<file path="config.mk">
export PLATFORM = sky130hd
export DESIGN_NAME = data_mem_arbiter
export DESIGN_NICKNAME = d
export VERILOG_FILES = /design/src/rtl/data_mem_arb_pkg.sv /design/src/rtl/data_mem_arbiter.sv
export SDC_FILE = /design/constraint.sdc
export NUM_CORES = 1
export LEC_CHECK = 0
export ABC_CLOCK_PERIOD_IN_PS = 2700
export CORE_ASPECT_RATIO = 0.6
export CORE_UTILIZATION = 30
export CTS_BUF_LIST = sky130_fd_sc_hd__clkbuf_4
export DETAILED_ROUTE_END_ITERATION = 10
export PLACE_DENSITY_LB_ADDON = 0.2
export SLEW_MARGIN = 20
export SYNTH_ARGS = -nofsm -noshare
export SYNTH_HDL_FRONTEND = slang
export SYNTH_SLANG_ARGS = --single-unit
</file>
<file path="constraint.sdc">
create_clock -name clk -period 2.7 [get_ports clk]
set_input_delay 0.405 -clock clk [delete_from_list [all_inputs] [get_ports clk]]
set_output_delay 0.405 -clock clk [all_outputs]
set_load 0.1 [all_outputs]
</file>
<file path="src/rtl/data_mem_arb_pkg.sv">
// Shared FSM/owner types and constants for the data-memory arbiter.
package data_mem_arb_pkg;

   typedef enum logic [1:0] {IDLE, ACCESS, RESP} state_e;
   typedef enum logic {OWN_CORE, OWN_DMA} owner_e;

   localparam logic [2:0] MEM_CTRL_WORD = 3'b010;

endpackage

</file>
<file path="src/rtl/data_mem_arbiter.sv">
// Two-requester (core/DMA) sequencer for the single data-memory port with MEM_LAT wait states.
// Define ARB_ROUND_ROBIN_EN for round-robin on simultaneous requests; otherwise the core always wins.
module data_mem_arbiter
   import data_mem_arb_pkg::*;
#(
   parameter int DATA_WIDTH = 32,
   parameter int MEM_LAT    = 1
) (
   input  logic                  clk,
   input  logic                  rst,
   input  logic                  coreReq,
   input  logic                  coreWe,
   input  logic [DATA_WIDTH-1:0] coreAddr,
   input  logic [DATA_WIDTH-1:0] coreWdata,
   input  logic [2:0]            coreCtrl,
   output logic                  coreAck,
   output logic [DATA_WIDTH-1:0] coreRdata,
   output logic                  stallM,
   input  logic                  dmaReq,
   input  logic                  dmaWe,
   input  logic [DATA_WIDTH-1:0] dmaAddr,
   input  logic [DATA_WIDTH-1:0] dmaWdata,
   output logic                  dmaAck,
   output logic [DATA_WIDTH-1:0] dmaRdata,
   output logic [DATA_WIDTH-1:0] memA,
   output logic [DATA_WIDTH-1:0] memWd,
   output logic                  memWe,
   output logic [2:0]            memCtrl,
   input  logic [DATA_WIDTH-1:0] memRd
);

   localparam int               CNT_W    = (MEM_LAT > 1) ? $clog2(MEM_LAT) : 1;
   localparam logic [CNT_W-1:0] CNT_LOAD = CNT_W'(MEM_LAT - 1);

   state_e                state_q, state_d;
   logic [CNT_W-1:0]      cnt_q, cnt_d;
   owner_e                owner_q, owner_d;
   logic                  we_q, we_d;
   logic [DATA_WIDTH-1:0] addr_q, addr_d;
   logic [DATA_WIDTH-1:0] wdata_q, wdata_d;
   logic [DATA_WIDTH-1:0] rdata_q, rdata_d;
   logic [2:0]            ctrl_q, ctrl_d;
   logic                  grant_dma;
   logic                  final_access;
   logic                  in_resp;

   assign final_access = (state_q == ACCESS) && (cnt_q == '0);
   assign in_resp      = (state_q == RESP);

`ifdef ARB_ROUND_ROBIN_EN
   owner_e last_grant_q, last_grant_d;

   // On a tie the DMA wins only if the core took the previous grant.
   always_comb begin
      grant_dma    = dmaReq && (!coreReq || (last_grant_q == OWN_CORE));
      last_grant_d = last_grant_q;
      if ((state_q == IDLE) && (coreReq || dmaReq)) begin
         last_grant_d = grant_dma ? OWN_DMA : OWN_CORE;
      end
   end

   always_ff @(posedge clk) begin
      if (rst) begin
         last_grant_q <= OWN_DMA;
      end else begin
         last_grant_q <= last_grant_d;
      end
   end
`else
   always_comb begin
      grant_dma = dmaReq && !coreReq;
   end
`endif

   always_comb begin
      state_d = state_q;
      cnt_d   = cnt_q;
      owner_d = owner_q;
      we_d    = we_q;
      addr_d  = addr_q;
      wdata_d = wdata_q;
      ctrl_d  = ctrl_q;
      rdata_d = rdata_q;
      case (state_q)
         IDLE: begin
            if (coreReq || dmaReq) begin
               state_d = ACCESS;
               cnt_d   = CNT_LOAD;
               if (grant_dma) begin
                  owner_d = OWN_DMA;
                  we_d    = dmaWe;
                  addr_d  = dmaAddr;
                  wdata_d = dmaWdata;
                  ctrl_d  = MEM_CTRL_WORD;
               end else begin
                  owner_d = OWN_CORE;
                  we_d    = coreWe;
                  addr_d  = coreAddr;
                  wdata_d = coreWdata;
                  ctrl_d  = coreCtrl;
               end
            end
         end
         ACCESS: begin
            if (cnt_q == '0) begin
               state_d = RESP;
               rdata_d = memRd;
            end else begin
               cnt_d = cnt_q - CNT_W'(1);
            end
         end
         RESP: begin
            state_d = IDLE;
         end
         default: begin
            state_d = IDLE;
         end
      endcase
   end

   // The memory only sees the latched access while in ACCESS; the write strobe fires once, on the last cycle.
   always_comb begin
      memA      = '0;
      memWd     = '0;
      memCtrl   = '0;
      memWe     = 1'b0;
      if (state_q == ACCESS) begin
         memA    = addr_q;
         memWd   = wdata_q;
         memCtrl = ctrl_q;
         memWe   = we_q && final_access;
      end
      coreAck   = in_resp && (owner_q == OWN_CORE);
      dmaAck    = in_resp && (owner_q == OWN_DMA);
      coreRdata = coreAck ? rdata_q : '0;
      dmaRdata  = dmaAck ? rdata_q : '0;
      stallM    = coreReq && !coreAck;
   end

   always_ff @(posedge clk) begin
      if (rst) begin
         state_q <= IDLE;
         cnt_q   <= '0;
         owner_q <= OWN_CORE;
         we_q    <= 1'b0;
         addr_q  <= '0;
         wdata_q <= '0;
         ctrl_q  <= '0;
         rdata_q <= '0;
      end else begin
         state_q <= state_d;
         cnt_q   <= cnt_d;
         owner_q <= owner_d;
         we_q    <= we_d;
         addr_q  <= addr_d;
         wdata_q <= wdata_d;
         ctrl_q  <= ctrl_d;
         rdata_q <= rdata_d;
      end
   end

endmodule

</file>
Yosys cells after proc, flatten, opt, wreduce, memory -nomap -nowiden

Index checks and enable logic that the tools add are counted.
Widths: inputs -> output; s select.

Input bits: 169
Logic and storage cells: 47
Bits in registers: 104
Output and inout port bits: 135

Equal/unequal tests: 4
Bitwise logic cells: 2
Add/subtract/negate cells: 1
Reductions and logical operators: 15
Muxes and demuxes: 17

Operator list:

| kind                | count |
|---|---|
| $mux 32             | 6 |
| $reduce_and 2->1    | 4 |
| $logic_and 1x1->1   | 6 |
| $mux 3              | 2 |
| $mux 1              | 5 |
| $mux 2              | 2 |
| $ne 2x2->1 const B  | 2 |
| $pmux 2 s2          | 1 |
| $eq 2x1->1 const B  | 1 |
| $eq 2x2->1 const B  | 1 |
| $logic_not 1->1     | 2 |
| $logic_not 2->1     | 1 |
| $not 1->1           | 2 |
| $pmux 1 s2          | 1 |
| $reduce_bool 2->1   | 1 |
| $logic_or 1x1->1    | 1 |
| $sub 1x1->1 const B | 1 |

Logic depth before layout (Yosys ltp)

Depth in word-level cells: 4
Depth in mapped cells: 6
Mapped depth without buffers: 3

Worst setup path after synthesis

No wires, ideal clock.

Path kind: register -> output
From: register state_q[1]
To: output dmaRdata[22]
Path slack: -0.331 ns
Path buffers: 1
Cell stages (with the launch flop): 4
Required time: 2.295 ns
Arrival time: 2.626 ns
Cell sequence: dfxtp_1 > nor3b_1 > clkbuf_1 > and2_1

Word-level cells in the longest chain between the ends: 3

RTL lines:

| what                     | RTL line                | RTL |
|---|---|---|
| start: declaration       | data_mem_arbiter.sv:35  | `state_e state_q, state_d;` |
| start signal: assignment | data_mem_arbiter.sv:151 | `state_q <= state_d;` |
| $eq 2x2->1               | data_mem_arbiter.sv:48  | `assign in_resp = (state_q == RESP);` |
| $logic_and 1x1->1        | data_mem_arbiter.sv:134 | `dmaAck = in_resp && (owner_q == OWN_DMA);` |
| named net dmaAck         | data_mem_arbiter.sv:23  | `output logic dmaAck,` |
| $mux 32                  | data_mem_arbiter.sv:136 | `dmaRdata = dmaAck ? rdata_q : '0;` |
| end: declaration         | data_mem_arbiter.sv:24  | `output logic [DATA_WIDTH-1:0] dmaRdata,` |

The timed path passes the listed nets, and every way through them passes these cells.

Final worst setup path

From: register state_q[0]
To: output memWd[7]

Word-level cells in the longest chain between the ends: 2

RTL lines:

| what             | RTL line                | RTL |
|---|---|---|
| $eq 2x1->1       | data_mem_arbiter.sv:127 | `if (state_q == ACCESS) begin` |
| $mux 32          | data_mem_arbiter.sv:127 |  |
| end: declaration | data_mem_arbiter.sv:26  | `output logic [DATA_WIDTH-1:0] memWd,` |

No other way between the ends.

==> flow_summary.toml <==
[final_layout]
nets = 1047
regArea_mm2 = 0.00206
diodes = 0
drive_gt1_share_pct = 23.2
multi_input_area_mm2 = 0.00238
finish.utilization_pct = 61.0
area_growth_pct = 93.5
nFillCells = 1321

[worst_setup_path]
cp-startpoint = "state_q[0]$_SDFFE_PP0P_"
required_ns = 2.30
worstSetupPathType = "reg2out"
endpoint_kind = "primary output"
path_max_fanout = 33
arrival_ns = 2.09
r2r-start = "state_q[0]$_SDFFE_PP0P_"
startpoint_type = "flip-flop"
reg2reg_setup_slack_ns = 0.93

[timing]
fin_skew_ns = 0.0227
setup_viol_count_final = 0
hold_viol_final = 0
grt_setup_unrepaired = "false"
worstMarginPinSlew_ns = 0.981
fmax_mhz = 400
timing.final.crit_period_ns = 2.50
tns_ns = 0
final.period_utilization_pct = 92.6
finalMaxSlewViolations = 0
timing.slew.headroom_pct = 34.6

[routing]
wire_per_inst_um = 16.9
drc = 0
first_pass_iters = 6
via_count = 5315
postRouteAntennaNets = 0
drt_iter0_drc = 289
drt-total-wl_um = 18300
viasPerCell = 4.89

[floorplan]
core_mm2 = 0.0157
dieArea_mm2 = 0.0170
dieHeight_um = 102
io_pins = 304
die_w_um = 168
rows = 35
initial_core_util_pct = 31.5

[synth]
syn_area_mm2 = 0.00495
yosys.area.top_type_share_pct = 41.6
synth_warnings = 0
synth_nets = 780
synthFlopType = "dfxtp_1"
yosysMostFrequentCell = "dfxtp_1"
yosysSeqAreaShare_pct = 41.6
synth_cell_types = 26
synth.area.top_cells = "dfxtp_1 (42%), a221oi_2 (9.1%), and2_1 (8.3%)"
synth_seq_cells = 103
async_flop_share_pct = 0
postSynthCellCount = 611
synth.largest_area_cell = "dfxtp_1"
synth_common_cells = "dfxtp_1 (103), nor2_1 (70), inv_1 (67)"
avgSynthCellArea_um2 = 8.11
synth_edf_count = 0

[hold_path]
hold_class = "in2reg"
hp-start = "memRd[29]"

[cts]
clk_latency_ns = 0.45
numCtsBuffers = 9
clkTransAtPathRegs_ns = 0.18
htree_levels = 3
ctsHoldBuffers = 0
cts_sinks = 103
root_buffer = "clkbuf_4"
cts_tree = "built"
clk_path_buf_depth = 2
postCtsSetupRepairBufs = 0
ctsResizeCount = 0

[placement]
io_buffers = 303
post-dp-hpwl_um = 13000
globalplace.congestion = 0.758

[grt]
antenna_found_initial = 0
grt_pass1_wl_um = 28000
grt_max_degree = 104
grt.overflow.total = 0
grt_usage_pct = 21.0
grt_pass1_vias = 5098

[power]
design_power_total_mw = 4.00
pwr_density_cell_mw_per_mm2 = 417
p_leak_nw = 3.63
irDropWorstVdd_mv = 0.251

[status]
status = "finished, final reports clean"

[job]
maxCapViolCount = 0
power by group:
| part | leakage, nW | internal, mW | switching (mW) |
|---|---|---|---|
| sequential | 0.852 | 1.67 | 0.0501 |
| combinational | 2.72 | 0.621 | 0.895 |
| clock | 0.0646 | 0.200 | 0.567 |
| total | 3.63 | 2.49 | 1.51 |
flip-flops by register name (all words and copies together), names as in the netlist:
name and flops:
owner_q 1, addr_q 32, we_q 1, wdata_q 32, rdata_q 32, state_q 2, ctrl_q 3
kinds of logic after synthesis:
family	share of synthesized area [%]
AOI/OAI and AO/OA	27.6
buffers and inverters	10.9
DFF	41.6
and+or+nand+nor	19.8
worst max-delay path, cell delays in order (launching register included):
cell and delay (ns):
dfxtp_1 0.56, nand2b_4 0.31, buf_4 0.29, nor2_1 0.25, buf_12 0.22
cell usage in the layout (no fill, tap or decap):
master           instances
inv_8                    1
a21oi_1                 34
nor2_1                  70
a221oi_1                36
nor3b_2                  2
dfxtp_1                103
o22ai_1                 65
inv_2                    1
nor2b_2                  1
clkdlybuf4s50_1        167
clkbuf_4                 9
inv_6                    2
and2_1                  66
inv_1                   67
o21ai_4                  1
nor3_1                   1
nand3_1                  2
nand2b_2                 1
clkinvlp_4               2
nand2_1                 64
a211oi_1                 1
nor2_4                   1
clkinv_2                 2
o21ai_0                  2
nand2b_4                 1
buf_4                   13
or2_2                    1
buf_12                 137
a221oi_2                30
metal layers:
| metal | wire length [um] | up-vias | global-route usage (%) |
|---|---|---|---|
| li1 | - | 2628 | - |
| met1 | 8080 | 2478 | 26.9 |
| met2 | 8550 | 196 | 34.7 |
| met3 | 1510 | 13 | 7.11 |
| met4 | 168 | 0 | 4.02 |
| met5 | 0 | - | 0 |
cell type report:
cell class,instances,share of cell area [%]
Sequential cell,103,21.5
Clock inverter,7,0.561
Multi-Input combinational cell,379,24.8
Inverter,68,2.66
Tap cell,203,2.65
Clock buffer,9,0.705
Timing Repair Buffer,317,47.1
worst paths after layout:
path | end | depth (start not counted)
worst min-delay path | rdata_q[29]$_SDFFE_PP0N_ | 3
worst max register to register | wdata_q[20]$_SDFFE_PP0P_ | 3
worst min register to register | rdata_q[17]$_SDFFE_PP0N_ | 2
worst max-delay path | memWd[7] | 4
per-stage QoR:
stage                     std cells  instance area [um2]  setup WS [ns]  hold slack (ns)
after floorplan                 611                 4960        -0.0184            0.440
after global placement         1070                 9460          0.603            0.449
after detailed placement       1070                 9460          0.564            0.454
after CTS                      1086                 9590          0.119            0.429
after global routing           1086                 9590         0.0251            0.415
final                          1086                 9590          0.200            0.470
(Power assumes the default switching activity.)
